$ cat src/rtl/iter_multiplier.sv
// -----------------------------------------------------------------------------
// iter_multiplier
//   Iterative shift-add multiplier, WIDTH x WIDTH -> 2*WIDTH bits. An accepted
//   Start launches WIDTH add/shift steps. The product then appears on
//   Product_Hi/Product_Lo together with a one-cycle Done pulse. Done drives the
//   Enable of the downstream product registers, so it must never pulse twice
//   for one operation.
//
//   Optional feature macro: MUL_SIGNED_EN
//     defined   : Signed=1 treats operands as two's complement. Magnitudes are
//                 multiplied and the result is negated when the signs differ.
//     undefined : Signed is ignored, and no sign/negation logic is built.
//
// Ports
//   Clk         in   rising-edge clock
//   Reset_n     in   asynchronous active-low reset
//   Start       in   operation request, sampled only in IDLE
//   Signed      in   two's-complement mode (only with MUL_SIGNED_EN)
//   Op_A        in   multiplicand, captured when Start is accepted
//   Op_B        in   multiplier, captured when Start is accepted
//   Busy        out  high during RUN and DONE
//   Done        out  one-cycle pulse, product valid in the same cycle
//   Product_Lo  out  product bits [WIDTH-1:0]
//   Product_Hi  out  product bits [2*WIDTH-1:WIDTH]
// -----------------------------------------------------------------------------
module iter_multiplier #(
  parameter int WIDTH = 16
) (
  input  logic             Clk,
  input  logic             Reset_n,
  input  logic             Start,
  input  logic             Signed,
  input  logic [WIDTH-1:0] Op_A,
  input  logic [WIDTH-1:0] Op_B,
  output logic             Busy,
  output logic             Done,
  output logic [WIDTH-1:0] Product_Lo,
  output logic [WIDTH-1:0] Product_Hi
);

  localparam int CW = $clog2(WIDTH + 1);

  typedef enum logic [1:0] {
    ST_IDLE = 2'd0,
    ST_RUN  = 2'd1,
    ST_DONE = 2'd2
  } state_t;

  state_t               state_q, state_d;
  // acc_q: upper half is the running partial sum, lower half starts as the
  // multiplier and is consumed one bit per step as the sum shifts in.
  logic [2*WIDTH-1:0]   acc_q, acc_d;
  logic [WIDTH-1:0]     mcand_q, mcand_d;
  logic [CW-1:0]        cnt_q, cnt_d;
  logic [2*WIDTH-1:0]   prod_q, prod_d;
  logic                 busy_q, busy_d;
  logic                 done_q, done_d;

  logic [WIDTH-1:0]     a_mag_s;
  logic [WIDTH-1:0]     b_mag_s;
  logic [WIDTH:0]       add_s;
  logic [WIDTH:0]       sum_s;
  logic [2*WIDTH-1:0]   step_s;
  logic [2*WIDTH-1:0]   final_s;

`ifdef MUL_SIGNED_EN
  logic                 neg_q, neg_d;
  logic                 neg_in_s;

  // Two's-complement magnitude. The most negative value maps to 2^(WIDTH-1),
  // which still fits as an unsigned WIDTH-bit number.
  function automatic logic [WIDTH-1:0] magnitude(input logic [WIDTH-1:0] v);
    logic [WIDTH-1:0] r;
    if (v[WIDTH-1]) begin
      r = (~v) + {{(WIDTH-1){1'b0}}, 1'b1};
    end else begin
      r = v;
    end
    return r;
  endfunction

  // Operand conditioning at acceptance: magnitudes plus the result sign.
  always_comb begin
    a_mag_s  = Op_A;
    b_mag_s  = Op_B;
    neg_in_s = 1'b0;
    if (Signed) begin
      a_mag_s  = magnitude(Op_A);
      b_mag_s  = magnitude(Op_B);
      neg_in_s = Op_A[WIDTH-1] ^ Op_B[WIDTH-1];
    end else begin
      a_mag_s  = Op_A;
      b_mag_s  = Op_B;
      neg_in_s = 1'b0;
    end
  end

  // Final product, negated modulo 2^(2*WIDTH) when the operand signs differed.
  always_comb begin
    final_s = step_s;
    if (neg_q) begin
      final_s = (~step_s) + {{(2*WIDTH-1){1'b0}}, 1'b1};
    end else begin
      final_s = step_s;
    end
  end
`else
  logic                 unused_signed_s;

  assign unused_signed_s = Signed;

  // Unsigned-only build: operands pass straight through.
  always_comb begin
    a_mag_s = Op_A;
    b_mag_s = Op_B;
    final_s = step_s;
  end
`endif

  // One add/shift step: conditional (WIDTH+1)-bit add into the upper half,
  // keeping the carry, then shift the whole accumulator right by one.
  always_comb begin
    if (acc_q[0]) begin
      add_s = {1'b0, mcand_q};
    end else begin
      add_s = {(WIDTH+1){1'b0}};
    end
    sum_s  = {1'b0, acc_q[2*WIDTH-1:WIDTH]} + add_s;
    step_s = {sum_s, acc_q[WIDTH-1:1]};
  end

  // State register.
  always_ff @(posedge Clk or negedge Reset_n) begin
    if (!Reset_n) begin
      state_q <= ST_IDLE;
    end else begin
      state_q <= state_d;
    end
  end

  // Next-state logic. RUN leaves on the step where the counter reads 1,
  // so RUN lasts exactly WIDTH cycles.
  always_comb begin
    state_d = state_q;
    case (state_q)
      ST_IDLE: begin
        if (Start) begin
          state_d = ST_RUN;
        end else begin
          state_d = ST_IDLE;
        end
      end
      ST_RUN: begin
        if (cnt_q == CW'(1)) begin
          state_d = ST_DONE;
        end else begin
          state_d = ST_RUN;
        end
      end
      ST_DONE: state_d = ST_IDLE;
      default: state_d = ST_IDLE;
    endcase
  end

  // Datapath next values: operand capture on acceptance, one step per RUN
  // cycle. The product register is loaded on the edge that enters DONE.
  always_comb begin
    acc_d   = acc_q;
    mcand_d = mcand_q;
    cnt_d   = cnt_q;
    prod_d  = prod_q;
`ifdef MUL_SIGNED_EN
    neg_d   = neg_q;
`endif
    case (state_q)
      ST_IDLE: begin
        if (Start) begin
          acc_d   = {{WIDTH{1'b0}}, b_mag_s};
          mcand_d = a_mag_s;
          cnt_d   = CW'(WIDTH);
`ifdef MUL_SIGNED_EN
          neg_d   = neg_in_s;
`endif
        end else begin
          acc_d   = acc_q;
          mcand_d = mcand_q;
          cnt_d   = cnt_q;
        end
      end
      ST_RUN: begin
        acc_d = step_s;
        cnt_d = cnt_q - CW'(1);
        if (cnt_q == CW'(1)) begin
          prod_d = final_s;
        end else begin
          prod_d = prod_q;
        end
      end
      ST_DONE: begin
        acc_d = acc_q;
        cnt_d = cnt_q;
      end
      default: begin
        acc_d = acc_q;
        cnt_d = cnt_q;
      end
    endcase
  end

  // Datapath registers.
  always_ff @(posedge Clk or negedge Reset_n) begin
    if (!Reset_n) begin
      acc_q   <= {(2*WIDTH){1'b0}};
      mcand_q <= {WIDTH{1'b0}};
      cnt_q   <= {CW{1'b0}};
      prod_q  <= {(2*WIDTH){1'b0}};
`ifdef MUL_SIGNED_EN
      neg_q   <= 1'b0;
`endif
    end else begin
      acc_q   <= acc_d;
      mcand_q <= mcand_d;
      cnt_q   <= cnt_d;
      prod_q  <= prod_d;
`ifdef MUL_SIGNED_EN
      neg_q   <= neg_d;
`endif
    end
  end

  // Output decode from the upcoming state, so Busy/Done come out of flops.
  always_comb begin
    busy_d = 1'b0;
    done_d = 1'b0;
    case (state_d)
      ST_IDLE: begin
        busy_d = 1'b0;
        done_d = 1'b0;
      end
      ST_RUN: begin
        busy_d = 1'b1;
        done_d = 1'b0;
      end
      ST_DONE: begin
        busy_d = 1'b1;
        done_d = 1'b1;
      end
      default: begin
        busy_d = 1'b0;
        done_d = 1'b0;
      end
    endcase
  end

  // Status output registers.
  always_ff @(posedge Clk or negedge Reset_n) begin
    if (!Reset_n) begin
      busy_q <= 1'b0;
      done_q <= 1'b0;
    end else begin
      busy_q <= busy_d;
      done_q <= done_d;
    end
  end

  assign Busy       = busy_q;
  assign Done       = done_q;
  assign Product_Lo = prod_q[WIDTH-1:0];
  assign Product_Hi = prod_q[2*WIDTH-1:WIDTH];

endmodule

$ cat config.mk
export PLATFORM = sky130hd
export DESIGN_NAME = iter_multiplier
export DESIGN_NICKNAME = d
export VERILOG_FILES = /design/src/rtl/iter_multiplier.sv
export SDC_FILE = /design/constraint.sdc
export NUM_CORES = 1
export LEC_CHECK = 0
export ABC_AREA = 1
export CORE_MARGIN = 4
export CORE_UTILIZATION = 63
export DETAILED_ROUTE_END_ITERATION = 10
export DONT_BUFFER_PORTS = 1
export PLACE_DENSITY = 0.79
export SETUP_SLACK_MARGIN = 0.2
export SLEW_MARGIN = 15
export SYNTH_ARGS = -nofsm -noshare
export SYNTH_HDL_FRONTEND = slang
export SYNTH_SLANG_ARGS = --single-unit
$ cat constraint.sdc
create_clock -name Clk -period 2.69 [get_ports Clk]
set_input_delay 0.1345 -clock Clk [delete_from_list [all_inputs] [get_ports Clk]]
set_output_delay 0.1345 -clock Clk [all_outputs]
set_load 0.05 [all_outputs]
==> tab_implementation.tex, run 1 <==
\begin{tabular}{lr}
\hline
Metric & Value \\
\hline
\multicolumn{2}{l}{\textbf{Layout}} \\
\quad Number of diodes added for antenna fixing & 0 \\
\quad Seq. cell area & 2230 um2 \\
\quad Number of nets in the finished design & 672 \\
\quad Share of the core filled with cells & 0.754 \\
\quad Share of final-layout standard cells stronger than drive strength 1 & 0.0564 \\
\quad Area of the multi-input gates & 1920 um2 \\
\quad Fill cell total of the finished layout & 540 \\
\quad Signed area change from the synthesized netlist to the final layout & 14.3\% \\
\multicolumn{2}{l}{\textbf{Worst setup path}} \\
\quad Count of buffering cells on the critical path with inverters included & 4 \\
\quad Kind of cell with the highest combined delay on the critical path & simple AND/OR/NAND/NOR gates \\
\quad Critical path data required time & 3.00 ns \\
\quad Cell chain of the critical path & buf\_4 -> nand2\_1 -> inv\_1 -> ha\_1 -> inv\_1 -> fa\_1 -> inv\_1 -> nand3\_1 -> nand3\_1 -> nand3\_1 -> nand3\_1 -> nand2\_1 -> nand2\_1 -> nand2\_1 -> nand2\_1 \\
\quad Crit path capture type & flop \\
\quad Maximum net fanout on the critical path & 17 \\
\quad Slowest cell on the critical path & sky130\_fd\_sc\_hd\_\_fa\_1 \\
\quad WP data arrival & 2.52 ns \\
\quad Worst Path Class, Setup & flop to flop \\
\quad Crit-path max cell delay & 0.39 ns \\
\quad Critical Path Start Type & flop \\
\quad FF-to-FF setup slack & 0.47 ns \\
\quad Top cell by count, worst path & sky130\_fd\_sc\_hd\_\_nand2\_1 \\
\multicolumn{2}{l}{\textbf{CTS}} \\
\quad Buffer type at the clock tree root & sky130\_fd\_sc\_hd\_\_clkbuf\_8 \\
\quad Clock slew seen by the registers of the worst setup and hold paths & 0.09 ns \\
\quad Later-pin clock latency in the skew report & 0.37 ns \\
\quad Number of H-tree levels & 3 \\
\quad Clock buffer count from CTS & 9 \\
\quad Maximum number of buffers from clock root to sink & 2 \\
\quad CTS tree & done \\
\quad Sinks on Clock Net & 89 \\
\multicolumn{2}{l}{\textbf{STA}} \\
\quad Unrepaired setup endpoints after global routing & false \\
\quad Final setup TNS & 0 ns \\
\quad Max Clock Skew & 0.00927 ns \\
\quad Setup slack after layout & 0.474 ns \\
\quad Worst slew slack as a fraction of its limit & 0.451 \\
\quad Transition time at the pin with the least slew margin & 0.822 ns \\
\quad Shortest period the worst path allows & 2.22 ns \\
\quad Period Utilization, post-route & 0.824 \\
\quad Fin. Hold Viols & 0 \\
\quad Maximum achievable frequency & 451 MHz \\
\quad Final setup violation count & 0 \\
\quad Max-slew violation count & 0 \\
\multicolumn{2}{l}{\textbf{Detailed routing}} \\
\quad Wl on met1 & 4880 um \\
\quad Number of nets with antenna violations after routing & 0 \\
\quad Vias post-DR & 3787 \\
\quad Vias/cell & 5.28 \\
\quad Routed wire length & 10700 um \\
\quad Detailed-route wire length per cell & 14.9 um \\
\quad Detailed Route Iter0 Violations & 277 \\
\quad Number of optimization iterations in the first detailed-route pass & 4 \\
\quad Met2 wire length & 4950 um \\
\quad Highest Signal Layer & met4 \\
\quad Detail Route met3 WL & 684 um \\
\quad Total DRC errors in the routed layout & 0 \\
\multicolumn{2}{l}{\textbf{Logic synthesis}} \\
\quad Number of synthesized register bits & 89 \\
\quad Distinct cells, synth & 33 \\
\quad Share of flip-flops with an asynchronous set or reset after synthesis & 1.00 \\
\quad Synthesized cell area & 4560 um2 \\
\quad Seq/Total Area, Yosys & 0.489 \\
\quad Warnings from Yosys & 0 \\
\quad EDFF count, synth & 0 \\
\quad Number of instances in the synthesized netlist & 585 \\
\quad Most instantiated flip-flop cell in the synthesis netlist & sky130\_fd\_sc\_hd\_\_dfrtp\_1 \\
\quad Synthesized Nets & 641 \\
\quad Synthesized area per cell & 7.79 um2 \\
\multicolumn{2}{l}{\textbf{Floorplan}} \\
\quad Die X & 93.0 um \\
\quad Die Y & 93.0 um \\
\quad IO Pins & 70 \\
\quad Core outline area & 6910 um2 \\
\quad Site Rows & 30 \\
\quad Initial Utilization & 0.660 \\
\quad Area of the die & 8660 um2 \\
\multicolumn{2}{l}{\textbf{Pwr}} \\
\quad Static power due to leakage & 0.00289 uW \\
\quad Switching power total & 3270 uW \\
\quad Share of power burned in the clock network & 0.167 \\
\quad P per Cell Area & 1300 nW/um2 \\
\quad Cell-internal power & 3500 uW \\
\quad Sw frac & 0.483 \\
\quad VDD IR max & 0.684 mV \\
\quad Sequential group share of total power & 0.443 \\
\quad Fraction of power consumed by combinational cells & 0.390 \\
\multicolumn{2}{l}{\textbf{Placed design}} \\
\quad Detail Placement HPWL & 6850 um \\
\quad Final estimated routing congestion in global placement & 0.887 \\
\quad PortBufs & 0 \\
\quad Pre-CTS setup slack & 0.519 ns \\
\multicolumn{2}{l}{\textbf{Run}} \\
\quad Reported max-cap violation count & 0 \\
\multicolumn{2}{l}{\textbf{Run status}} \\
\quad Status & completed \\
\multicolumn{2}{l}{\textbf{Global routing}} \\
\quad Global-route wire length before repair & 18100 um \\
\quad Largest net degree at the start of global routing & 90 \\
\quad Grt ovf & 0 \\
\quad Via count of the first global-routing pass & 3727 \\
\quad Number of antenna violations at the first check in global routing & 0 \\
\quad Combined global-route utilization of all metal layers & 0.266 \\
\multicolumn{2}{l}{\textbf{Hold path}} \\
\quad Class of the most critical hold timing path & primary input to flop \\
\hline
\end{tabular}
[power by group through the flow]
| stage | Clock (uW) | Combinational [uW] | Sequential (uW) |
|---|---|---|---|
| 2_1_floorplan | 0 | 2010 | 2910 |
| 3_3_place_gp | 0 | 2400 | 3000 |
| 3_5_place_dp | 0 | 2500 | 3010 |
| 4_1_cts | 1150 | 2600 | 2990 |
| 5_1_grt | 1200 | 3020 | 3070 |
| 6_report | 1130 | 2640 | 3000 |
[worst paths after layout]
check,from,to,cells after the start
min in group asynchronous,Reset_n,prod_q[11]$_DFFE_PN0P_,2
max reg2reg,acc_q[0]$_DFFE_PN0P_,acc_q[31]$_DFFE_PN0P_,15
max in group asynchronous,Reset_n,prod_q[27]$_DFFE_PN0P_,2
max,acc_q[0]$_DFFE_PN0P_,acc_q[31]$_DFFE_PN0P_,15
min reg2reg,mcand_q[4]$_DFFE_PN0P_,mcand_q[4]$_DFFE_PN0P_,2
min,Start,mcand_q[0]$_DFFE_PN0P_,4
[sequential cells by signal, summed over array words and instances (netlist names)]
register	flops
prod_q	32
Done	1
cnt_q	5
mcand_q	16
acc_q	32
Busy	1
state_q	2
[routing by layer]
| layer | track usage | vias up |
|---|---|---|
| met3 | 0.0587 | 20 |
| met2 | 0.411 | 117 |
| met1 | 0.372 | 1776 |
| met4 | 0.0928 | 0 |
| met5 | 0 | - |
| li1 | - | 1874 |
[kinds of logic (layout without fill, tap and decap cells)]
group | Yosys count | in the layout | share of synthesized area
buffers and inverters | 98 | 134 | 0.0906
and+or+nand+nor | 319 | 319 | 0.284
AOI/OAI and AO/OA | 55 | 55 | 0.0722
xor gates and xnor gates | 3 | 3 | 0.00577
adders and majority gates | 20 | 20 | 0.0566
muxes | 1 | 1 | 0.00220
DFF | 89 | 89 | 0.489
[synth_stat cells, types with 2 or more instances]
cell	count	area, um2
sky130_fd_sc_hd__a21oi_1	9	45.0
sky130_fd_sc_hd__a22oi_1	8	60.1
sky130_fd_sc_hd__buf_2	9	45.0
sky130_fd_sc_hd__buf_6	4	45.0
sky130_fd_sc_hd__clkbuf_1	4	15.0
sky130_fd_sc_hd__dfrtp_1	89	2230
sky130_fd_sc_hd__ha_1	19	238
sky130_fd_sc_hd__inv_1	76	285
sky130_fd_sc_hd__inv_2	2	7.51
sky130_fd_sc_hd__nand2_1	254	953
sky130_fd_sc_hd__nand3_1	35	175
sky130_fd_sc_hd__nand3b_1	3	22.5
sky130_fd_sc_hd__nand4_1	2	12.5
sky130_fd_sc_hd__nor2_1	13	48.8
sky130_fd_sc_hd__nor3_1	4	20.0
sky130_fd_sc_hd__o211ai_1	7	52.6
sky130_fd_sc_hd__o21ai_0	18	90.1
sky130_fd_sc_hd__o21ai_1	7	35.0
sky130_fd_sc_hd__o21ai_2	3	26.3
sky130_fd_sc_hd__o22ai_1	2	12.5
sky130_fd_sc_hd__or2_2	4	25.0
sky130_fd_sc_hd__xnor2_1	2	17.5
[worst min-delay path: stages]
cell                      delay, ns
sky130_fd_sc_hd__nand3_1       0.13
sky130_fd_sc_hd__buf_4         0.24
sky130_fd_sc_hd__nand2_1       0.07
sky130_fd_sc_hd__nand2_1       0.05
[through the flow]
| stage | power (uW) | hold slack (ns) | area (um2) | instances |
|---|---|---|---|---|
| 3_5_place_dp | 5510 | -0.159 | 4600 | 667 |
| 3_3_place_gp | 5400 | -0.159 | 4600 | 667 |
| 5_1_grt | 7290 | 0.300 | 5200 | 717 |
| 2_1_floorplan | 4910 | -0.161 | 4560 | 585 |
| 6_report | 6760 | 0.291 | 5200 | 717 |
| 4_1_cts | 6740 | 0.272 | 5200 | 717 |
[area by class of cell]
cell class                      instances  area share
Tap cell                               96      0.0231
Timing Repair Buffer                   39      0.0760
Sequential cell                        89       0.428
Multi-Input combinational cell        398       0.368
Clock buffer                            9      0.0238
Clock inverter                          7      0.0243
Inverter                               79      0.0570
[what timing repair did]
item / 4_1_cts / 5_1_grt
hold buffers: 34 / 0
resized for setup: 0 / 0
setup buffers: 0 / 0
hold endpoints to repair: 121 / 0
[cells in the final DEF (no fill, tap or decap), types with 3 or more instances in the layout]
cell type and count:
sky130_fd_sc_hd__nor2_1 13, sky130_fd_sc_hd__nor3_1 4, sky130_fd_sc_hd__o211ai_1 7, sky130_fd_sc_hd__o21ai_1 7
sky130_fd_sc_hd__nand3_1 35, sky130_fd_sc_hd__a22oi_1 8, sky130_fd_sc_hd__o21ai_0 18, sky130_fd_sc_hd__a21oi_1 9
sky130_fd_sc_hd__dlygate4sd3_1 33, sky130_fd_sc_hd__nand2_1 254, sky130_fd_sc_hd__o21ai_2 3, sky130_fd_sc_hd__ha_1 19
sky130_fd_sc_hd__dfrtp_1 89, sky130_fd_sc_hd__bufinv_16 3, sky130_fd_sc_hd__buf_4 5, sky130_fd_sc_hd__clkbuf_8 9
sky130_fd_sc_hd__inv_1 76, sky130_fd_sc_hd__or2_2 4, sky130_fd_sc_hd__nand3b_1 3
No activity file was read; power rests on OpenSTA's default activity.
==> run 2, diff against run 1 <==
--- a/config.mk
+++ b/config.mk
@@ -5,12 +5,12 @@
 export SDC_FILE = /design/constraint.sdc
 export NUM_CORES = 1
 export LEC_CHECK = 0
-export ABC_AREA = 1
+export ABC_AREA = 0
 export CORE_MARGIN = 4
-export CORE_UTILIZATION = 63
+export CORE_UTILIZATION = 57
 export DETAILED_ROUTE_END_ITERATION = 10
 export DONT_BUFFER_PORTS = 1
-export PLACE_DENSITY = 0.79
+export PLACE_DENSITY = 0.75
 export SETUP_SLACK_MARGIN = 0.2
 export SLEW_MARGIN = 15
 export SYNTH_ARGS = -nofsm -noshare
==> constraint.sdc (replaced) <==
create_clock -name Clk -period 2 [get_ports Clk]
set_input_delay 0.1 -clock Clk [delete_from_list [all_inputs] [get_ports Clk]]
set_output_delay 0.1 -clock Clk [all_outputs]
set_load 0.05 [all_outputs]
==> run 2 against run 1 <==
The flow now finishes with violations (negative hold slack, negative setup slack). Count of clock-buffer cells in the layout unchanged. Critical path type unchanged. Sequential share of layout area down 5.5 points. Flip-flop and latch count unchanged. Synthesized area down 2.7%.
==> tab_implementation.tex, run 2 <==
\begin{tabular}{lr}
\hline
Metric & Value \\
\hline
\multicolumn{2}{l}{\textbf{STA}} \\
\quad Unrepaired setup endpoints after global routing & true \\
\quad Maximum achievable frequency & 410 MHz \\
\quad Final setup violation count & 26 \\
\quad Transition time at the pin with the least slew margin & 0.762 ns \\
\quad Fin. Hold Viols & 89 \\
\quad Setup slack after layout & -0.437 ns \\
\quad Shortest period the worst path allows & 2.44 ns \\
\quad Period Utilization, post-route & 1.22 \\
\quad Max Clock Skew & 0.0162 ns \\
\quad Max-slew violation count & 0 \\
\quad Worst slew slack as a fraction of its limit & 0.492 \\
\quad Final-layout worst hold slack & -0.590 ns \\
\multicolumn{2}{l}{\textbf{CTS}} \\
\quad Clock buffer count from CTS & 9 \\
\quad Later-pin clock latency in the skew report & 0.37 ns \\
\quad Clock slew seen by the registers of the worst setup and hold paths & 0.10 ns \\
\quad Number of hold buffers added after CTS & 38 \\
\quad Maximum number of buffers from clock root to sink & 2 \\
\quad Buffer type at the clock tree root & sky130\_fd\_sc\_hd\_\_clkbuf\_8 \\
\quad Sinks on Clock Net & 89 \\
\quad CTS tree & done \\
\quad Number of H-tree levels & 3 \\
\multicolumn{2}{l}{\textbf{Detailed routing}} \\
\quad Total DRC errors in the routed layout & 0 \\
\quad Detailed Route Iter0 Violations & 313 \\
\quad Vias post-DR & 3894 \\
\quad Number of optimization iterations in the first detailed-route pass & 5 \\
\quad Vias/cell & 5.95 \\
\quad Number of nets with antenna violations after routing & 0 \\
\quad Routed wire length & 12500 um \\
\quad Detailed-route wire length per cell & 19.1 um \\
\multicolumn{2}{l}{\textbf{Layout}} \\
\quad Share of the core filled with cells & 0.806 \\
\quad Number of nets in the finished design & 607 \\
\quad Largest regs & acc\_q x32, prod\_q x32, mcand\_q x16 \\
\quad Number of non-filler instances in the completed layout & 655 \\
\quad Number of diodes added for antenna fixing & 0 \\
\quad Share of final-layout standard cells stronger than drive strength 1 & 0.277 \\
\quad Commonest cells after routing, fill and taps aside & 114 x sky130\_fd\_sc\_hd\_\_nand2\_1, 87 x sky130\_fd\_sc\_hd\_\_dfrtp\_1, 50 x sky130\_fd\_sc\_hd\_\_buf\_4 \\
\quad Most common cell after layout, fill and taps aside & sky130\_fd\_sc\_hd\_\_nand2\_1 \\
\quad Signed area change from the synthesized netlist to the final layout & 34.7\% \\
\multicolumn{2}{l}{\textbf{Logic synthesis}} \\
\quad Number of synthesized register bits & 89 \\
\quad Warnings from Yosys & 0 \\
\quad Synth Area in Adders & 0.0581 \\
\quad Most used standard cells in the synthesized netlist & 118 x sky130\_fd\_sc\_hd\_\_nand2\_1, 89 x sky130\_fd\_sc\_hd\_\_dfrtp\_1, 34 x sky130\_fd\_sc\_hd\_\_o21ai\_0, 29 x sky130\_fd\_sc\_hd\_\_a21oi\_1, 22 x sky130\_fd\_sc\_hd\_\_nor2b\_1 \\
\quad Seq/Total Area, Yosys & 0.502 \\
\quad Share of the synthesized area in compound gates (AO/OA/AOI/OAI) & 0.162 \\
\quad Synthesized area per cell & 9.58 um2 \\
\quad Portion of synthesized cell area occupied by the leading cell type & 0.502 \\
\quad Area contributors post-synth & sky130\_fd\_sc\_hd\_\_dfrtp\_1 50\%, sky130\_fd\_sc\_hd\_\_nand2\_1 10\%, sky130\_fd\_sc\_hd\_\_ha\_1 5.4\%, sky130\_fd\_sc\_hd\_\_o21ai\_0 3.8\%, sky130\_fd\_sc\_hd\_\_a21oi\_1 3.3\% \\
\quad Synthesized cell area & 4430 um2 \\
\quad Most instantiated flip-flop cell in the synthesis netlist & sky130\_fd\_sc\_hd\_\_dfrtp\_1 \\
\quad Synthesized Nets & 519 \\
\quad Cell taking the most area after synthesis & sky130\_fd\_sc\_hd\_\_dfrtp\_1 \\
\quad Share of synthesized area spent on multiplexers & 0.0285 \\
\quad Simple-gate portion of the synthesized area & 0.193 \\
\quad Number of instances in the synthesized netlist & 463 \\
\quad Distinct cells, synth & 44 \\
\quad Share of the synthesized netlist area taken by xor and xnor gates & 0.0237 \\
\quad Most repeated cell in the gate-level netlist after synthesis & sky130\_fd\_sc\_hd\_\_nand2\_1 \\
\quad EDFF count, synth & 0 \\
\quad Share of flip-flops with an asynchronous set or reset after synthesis & 1.00 \\
\quad Combinational family with the most area after synthesis & simple AND/OR/NAND/NOR gates \\
\multicolumn{2}{l}{\textbf{Placed design}} \\
\quad Detail Placement HPWL & 7300 um \\
\quad Final estimated routing congestion in global placement & 0.880 \\
\quad Pre-CTS setup slack & -0.346 ns \\
\quad PortBufs & 0 \\
\quad Dpl cells & 586 \\
\multicolumn{2}{l}{\textbf{Floorplan}} \\
\quad Area of the die & 9250 um2 \\
\quad Core outline area & 7410 um2 \\
\quad Site Rows & 31 \\
\quad Die Y & 96.2 um \\
\quad Die X & 96.2 um \\
\quad IO Pins & 70 \\
\quad Initial Utilization & 0.599 \\
\multicolumn{2}{l}{\textbf{Pwr}} \\
\quad VDD IR max & 1.02 mV \\
\quad P per Cell Area & 1710 nW/um2 \\
\quad Static power due to leakage & 0.00280 uW \\
\quad Total Power Consumption & 10200 uW \\
\multicolumn{2}{l}{\textbf{Global routing}} \\
\quad Number of antenna violations at the first check in global routing & 0 \\
\quad Combined global-route utilization of all metal layers & 0.282 \\
\quad Largest net degree at the start of global routing & 90 \\
\quad Grt ovf & 0 \\
\quad Via count of the first global-routing pass & 3962 \\
\quad Global-route wire length before repair & 19900 um \\
\multicolumn{2}{l}{\textbf{Worst setup path}} \\
\quad Maximum net fanout on the critical path & 6 \\
\quad Worst Path Class, Setup & flop to flop \\
\quad Crit path capture type & flop \\
\quad Critical Path Start Type & flop \\
\quad Critical path data required time & 2.25 ns \\
\quad WP data arrival & 2.68 ns \\
\multicolumn{2}{l}{\textbf{Run status}} \\
\quad Status & finished with violations \\
\quad Violations in the final reports & negative hold slack, negative setup slack \\
\multicolumn{2}{l}{\textbf{Hold path}} \\
\quad Class of the most critical hold timing path & primary input to async pin \\
\multicolumn{2}{l}{\textbf{Run}} \\
\quad Reported max-cap violation count & 0 \\
\hline
\end{tabular}
run 2: per-layer routing:
layer / routed length (um) / track usage
met5: 0 / 0
met4: 323 / 0.0995
met3: 859 / 0.0758
met2: 6350 / 0.472
met1: 5000 / 0.352
run 2: layout make-up:
class	instances	area, um2
sequential	89	2230
fill	423	1440
timing repair buffer	99	888
inverter	12	45.0
clock buffer	9	124
clock inverter	7	58.8
multi-input combinational	340	2500
tap	99	124
run 2: cells by family after synthesis:
| group | Yosys count |
|---|---|
| adders and majority gates | 20 |
| and+or+nand+nor | 187 |
| buffers and inverters | 34 |
| muxes | 11 |
| xor gates and xnor gates | 12 |
| AOI/OAI and AO/OA | 110 |
| DFF | 89 |
run 2: critical path, stage by stage (launching register included):
cell and delay [ns]:
sky130_fd_sc_hd__dfrtp_2 0.47, sky130_fd_sc_hd__and2_4 0.18, sky130_fd_sc_hd__ha_4 0.12, sky130_fd_sc_hd__inv_2 0.04
sky130_fd_sc_hd__fa_2 0.34, sky130_fd_sc_hd__nand2b_4 0.16, sky130_fd_sc_hd__a21oi_2 0.14, sky130_fd_sc_hd__o21a_1 0.21
sky130_fd_sc_hd__buf_4 0.13, sky130_fd_sc_hd__o21ai_2 0.05, sky130_fd_sc_hd__a21o_1 0.18, sky130_fd_sc_hd__a32o_1 0.27
run 2: final timing paths:
path	from	end	slack, ns	cells after the start
worst max-delay path	acc_q[0]$_DFFE_PN0P_	acc_q[25]$_DFFE_PN0P_	-0.44	11
worst min-delay path	Reset_n	acc_q[27]$_DFFE_PN0P_	-0.59	0
worst max register to register	acc_q[0]$_DFFE_PN0P_	acc_q[25]$_DFFE_PN0P_	-0.44	11
worst min register to register	mcand_q[14]$_DFFE_PN0P_	mcand_q[14]$_DFFE_PN0P_	0.49	2
max in group asynchronous	Reset_n	mcand_q[3]$_DFFE_PN0P_	2.42	0
min in group Clk	Op_B[0]	acc_q[0]$_DFFE_PN0P_	0.04	2
run 2: where the power goes:
group,internal [uW],switching (uW),leakage [uW]
combinational,2360,2340,0.00159
clock,474,720,0.0000925
sequential,2590,1710,0.00112
run 2: per-stage QoR:
stage | TNS [ns] | instance area (um2) | hold WS [ns]
6_report | -6.92 | 5970 | -0.590
5_1_grt | -9.01 | 5970 | -0.606
4_1_cts | -4.40 | 5840 | -0.602
3_5_place_dp | -5.63 | 4960 | -0.192
3_3_place_gp | -4.21 | 4960 | -0.193
2_1_floorplan | -2.51 | 4590 | -0.196
run 2: repair_timing:
action	4_1_cts	5_1_grt
pin swaps	12	12
buffers inserted	11	4
setup endpoints to repair	28	40
gates resized for setup	44	22
hold endpoints to repair	120	89
==> run 3, diff against run 2 <==
--- a/config.mk
+++ b/config.mk
@@ -6,6 +6,7 @@
 export NUM_CORES = 1
 export LEC_CHECK = 0
 export ABC_AREA = 0
+export CORE_ASPECT_RATIO = 1.25
 export CORE_MARGIN = 4
 export CORE_UTILIZATION = 57
 export DETAILED_ROUTE_END_ITERATION = 10
==> run 3 against run 2 <==
Highest routed layer unchanged. Total power down 2.5%. Global-route usage down 1.9 points. Sequential share of layout area rose by 0.95 points. Fmax increased by 6.3%. The run still ends with negative hold slack, negative setup slack left. Die area about the same. Via count decreased by 4.7%. Non-clock buffer count shrank 19. Critical endpoint is now prod_q[29]$_DFFE_PN0P_. Critical path depth down 1. Hold slack got worse by 0.0085 ns. Clock power is essentially flat.
==> tab_implementation.tex, run 3 (same netlist as run 2, synthesis figures left out) <==
\begin{tabular}{lr}
\hline
Metric & Value \\
\hline
\multicolumn{2}{l}{\textbf{Floorplan}} \\
\quad Die X & 86.9 um \\
\quad IO Pins & 70 \\
\quad Die Y & 107 um \\
\quad Initial Utilization & 0.592 \\
\quad Core outline area & 7490 um2 \\
\quad Site Rows & 35 \\
\quad Area of the die & 9260 um2 \\
\multicolumn{2}{l}{\textbf{Detailed routing}} \\
\quad Number of nets with antenna violations after routing & 0 \\
\quad Vias/cell & 5.90 \\
\quad Total DRC errors in the routed layout & 0 \\
\quad Number of optimization iterations in the first detailed-route pass & 4 \\
\quad Detailed-route wire length per cell & 18.9 um \\
\quad Routed wire length & 11900 um \\
\quad Vias post-DR & 3710 \\
\quad Detailed Route Iter0 Violations & 251 \\
\multicolumn{2}{l}{\textbf{STA}} \\
\quad Maximum achievable frequency & 436 MHz \\
\quad Period Utilization, post-route & 1.15 \\
\quad Unrepaired setup endpoints after global routing & true \\
\quad Setup slack after layout & -0.294 ns \\
\quad Shortest period the worst path allows & 2.29 ns \\
\quad Worst slew slack as a fraction of its limit & 0.599 \\
\quad Transition time at the pin with the least slew margin & 0.600 ns \\
\quad Final setup violation count & 25 \\
\quad Fin. Hold Viols & 89 \\
\quad Max Clock Skew & 0.0124 ns \\
\quad Max-slew violation count & 0 \\
\quad Final-layout worst hold slack & -0.599 ns \\
\multicolumn{2}{l}{\textbf{Global routing}} \\
\quad Largest net degree at the start of global routing & 90 \\
\quad Via count of the first global-routing pass & 3950 \\
\quad Combined global-route utilization of all metal layers & 0.263 \\
\quad Grt ovf & 0 \\
\quad Number of antenna violations at the first check in global routing & 0 \\
\quad Global-route wire length before repair & 19000 um \\
\multicolumn{2}{l}{\textbf{CTS}} \\
\quad Number of hold buffers added after CTS & 32 \\
\quad Number of H-tree levels & 3 \\
\quad CTS tree & done \\
\quad Clock buffer count from CTS & 9 \\
\quad Buffer type at the clock tree root & sky130\_fd\_sc\_hd\_\_clkbuf\_8 \\
\quad Later-pin clock latency in the skew report & 0.38 ns \\
\quad Sinks on Clock Net & 89 \\
\quad Clock slew seen by the registers of the worst setup and hold paths & 0.10 ns \\
\quad Maximum number of buffers from clock root to sink & 2 \\
\multicolumn{2}{l}{\textbf{Worst setup path}} \\
\quad Worst Path Class, Setup & flop to flop \\
\quad Maximum net fanout on the critical path & 4 \\
\quad Crit-path max cell delay & 0.42 ns \\
\quad Cell chain of the critical path & and2\_4 -> ha\_4 -> inv\_2 -> fa\_2 -> nand2b\_4 -> a21oi\_4 -> o21a\_4 -> a41oi\_2 -> xnor2\_2 -> mux2\_2 \\
\quad Count of buffering cells on the critical path with inverters included & 1 \\
\quad FF-to-FF setup slack & -0.29 ns \\
\quad Slowest cell on the critical path & sky130\_fd\_sc\_hd\_\_dfrtp\_1 \\
\quad Critical Path Start Type & flop \\
\quad Crit path capture type & flop \\
\quad Critical path data required time & 2.26 ns \\
\quad WP data arrival & 2.56 ns \\
\quad Worst R2R Start & acc\_q[0]\$\_DFFE\_PN0P\_ \\
\quad Critical Path Source & acc\_q[0]\$\_DFFE\_PN0P\_ \\
\quad Kind of cell with the highest combined delay on the critical path & compound AO/OA/AOI/OAI gates \\
\multicolumn{2}{l}{\textbf{Layout}} \\
\quad Seq. cell area & 2230 um2 \\
\quad Commonest cells after routing, fill and taps aside & 115 x sky130\_fd\_sc\_hd\_\_nand2\_1, 89 x sky130\_fd\_sc\_hd\_\_dfrtp\_1, 40 x sky130\_fd\_sc\_hd\_\_buf\_4 \\
\quad Signed area change from the synthesized netlist to the final layout & 31.2\% \\
\quad Area of the multi-input gates & 2520 um2 \\
\quad Share of final-layout standard cells stronger than drive strength 1 & 0.261 \\
\quad Number of non-filler instances in the completed layout & 629 \\
\quad Number of diodes added for antenna fixing & 0 \\
\quad Most common cell after layout, fill and taps aside & sky130\_fd\_sc\_hd\_\_nand2\_1 \\
\quad Number of nets in the finished design & 588 \\
\quad Largest regs & acc\_q x32, prod\_q x32, mcand\_q x16 \\
\quad Fill cell total of the finished layout & 449 \\
\multicolumn{2}{l}{\textbf{Run status}} \\
\quad Violations in the final reports & negative hold slack, negative setup slack \\
\quad Status & finished with violations \\
\multicolumn{2}{l}{\textbf{Placed design}} \\
\quad Detail Placement HPWL & 7280 um \\
\quad PortBufs & 0 \\
\quad Dpl cells & 574 \\
\quad Final estimated routing congestion in global placement & 0.895 \\
\multicolumn{2}{l}{\textbf{Pwr}} \\
\quad P per Cell Area & 1710 nW/um2 \\
\quad VDD IR max & 1.02 mV \\
\quad Static power due to leakage & 0.00275 uW \\
\multicolumn{2}{l}{\textbf{Run}} \\
\quad Reported max-cap violation count & 0 \\
\multicolumn{2}{l}{\textbf{Hold path}} \\
\quad Class of the most critical hold timing path & primary input to async pin \\
\hline
\end{tabular}
## run 3: cell types whose count changed in the layout (fill, tap and decap cells not counted), moves of 3 or more
cell                            change
sky130_fd_sc_hd__xor2_1             +3
sky130_fd_sc_hd__dlygate4sd3_1      -6
sky130_fd_sc_hd__buf_6              -3
sky130_fd_sc_hd__xnor2_2            +3
sky130_fd_sc_hd__buf_4             -10
sky130_fd_sc_hd__xor2_2             -3
## run 3: metrics by stage
step / utilization / setup TNS, ns / setup WS, ns / total power, uW / cell area [um2]
finish: 0.777 / -4.58 / -0.294 / 9950 / 5820
global route: 0.777 / -6.33 / -0.370 / 10500 / 5820
global placement: 0.657 / -3.12 / -0.242 / 7700 / 4920
floorplan: - / -2.51 / -0.256 / 6650 / 4590
CTS: 0.751 / -3.09 / -0.234 / 9520 / 5630
detailed placement: 0.657 / -4.88 / -0.360 / 7900 / 4920
## run 3: what timing repair did
action,CTS,global route
cloned,0,0
resized for setup,37,31
hold endpoints to repair,120,89
setup endpoints to repair,27,30
pin swaps,30,20
setup buffers,3,4
## run 3: layer usage
metal,part of all wire,vias to the layer above,track usage,wire length (um)
met5,0,-,0,0
met4,0.031,0,0.104,368
met3,0.051,30,0.0584,603
met2,0.53,106,0.457,6350
met1,0.38,1855,0.311,4550
li1,-,1719,-,-
## run 3: path summary, 6_finish.rpt
| check | cells after the start | endpoint |
|---|---|---|
| max | 10 | prod_q[29]$_DFFE_PN0P_ |
| max in group asynchronous | 0 | prod_q[4]$_DFFE_PN0P_ |
| max reg2reg | 10 | prod_q[29]$_DFFE_PN0P_ |
| min | 0 | acc_q[23]$_DFFE_PN0P_ |
| min reg2reg | 2 | mcand_q[14]$_DFFE_PN0P_ |
| min in group Clk | 4 | state_q[0]$_DFF_PN0_ |
## run 3: layout make-up
type / instances / area share
clock buffers: 9 / 0.0213
inverters: 12 / 0.00817
repair buffers: 80 / 0.124
clock inverters: 7 / 0.0103
flip-flops and latches: 89 / 0.383
multi-input cells: 340 / 0.434
well taps: 92 / 0.0198
## run 3: report_power, final
group	switching, uW	internal, uW
Sequential	1690	2590
Clock	732	478
Combinational	2230	2220
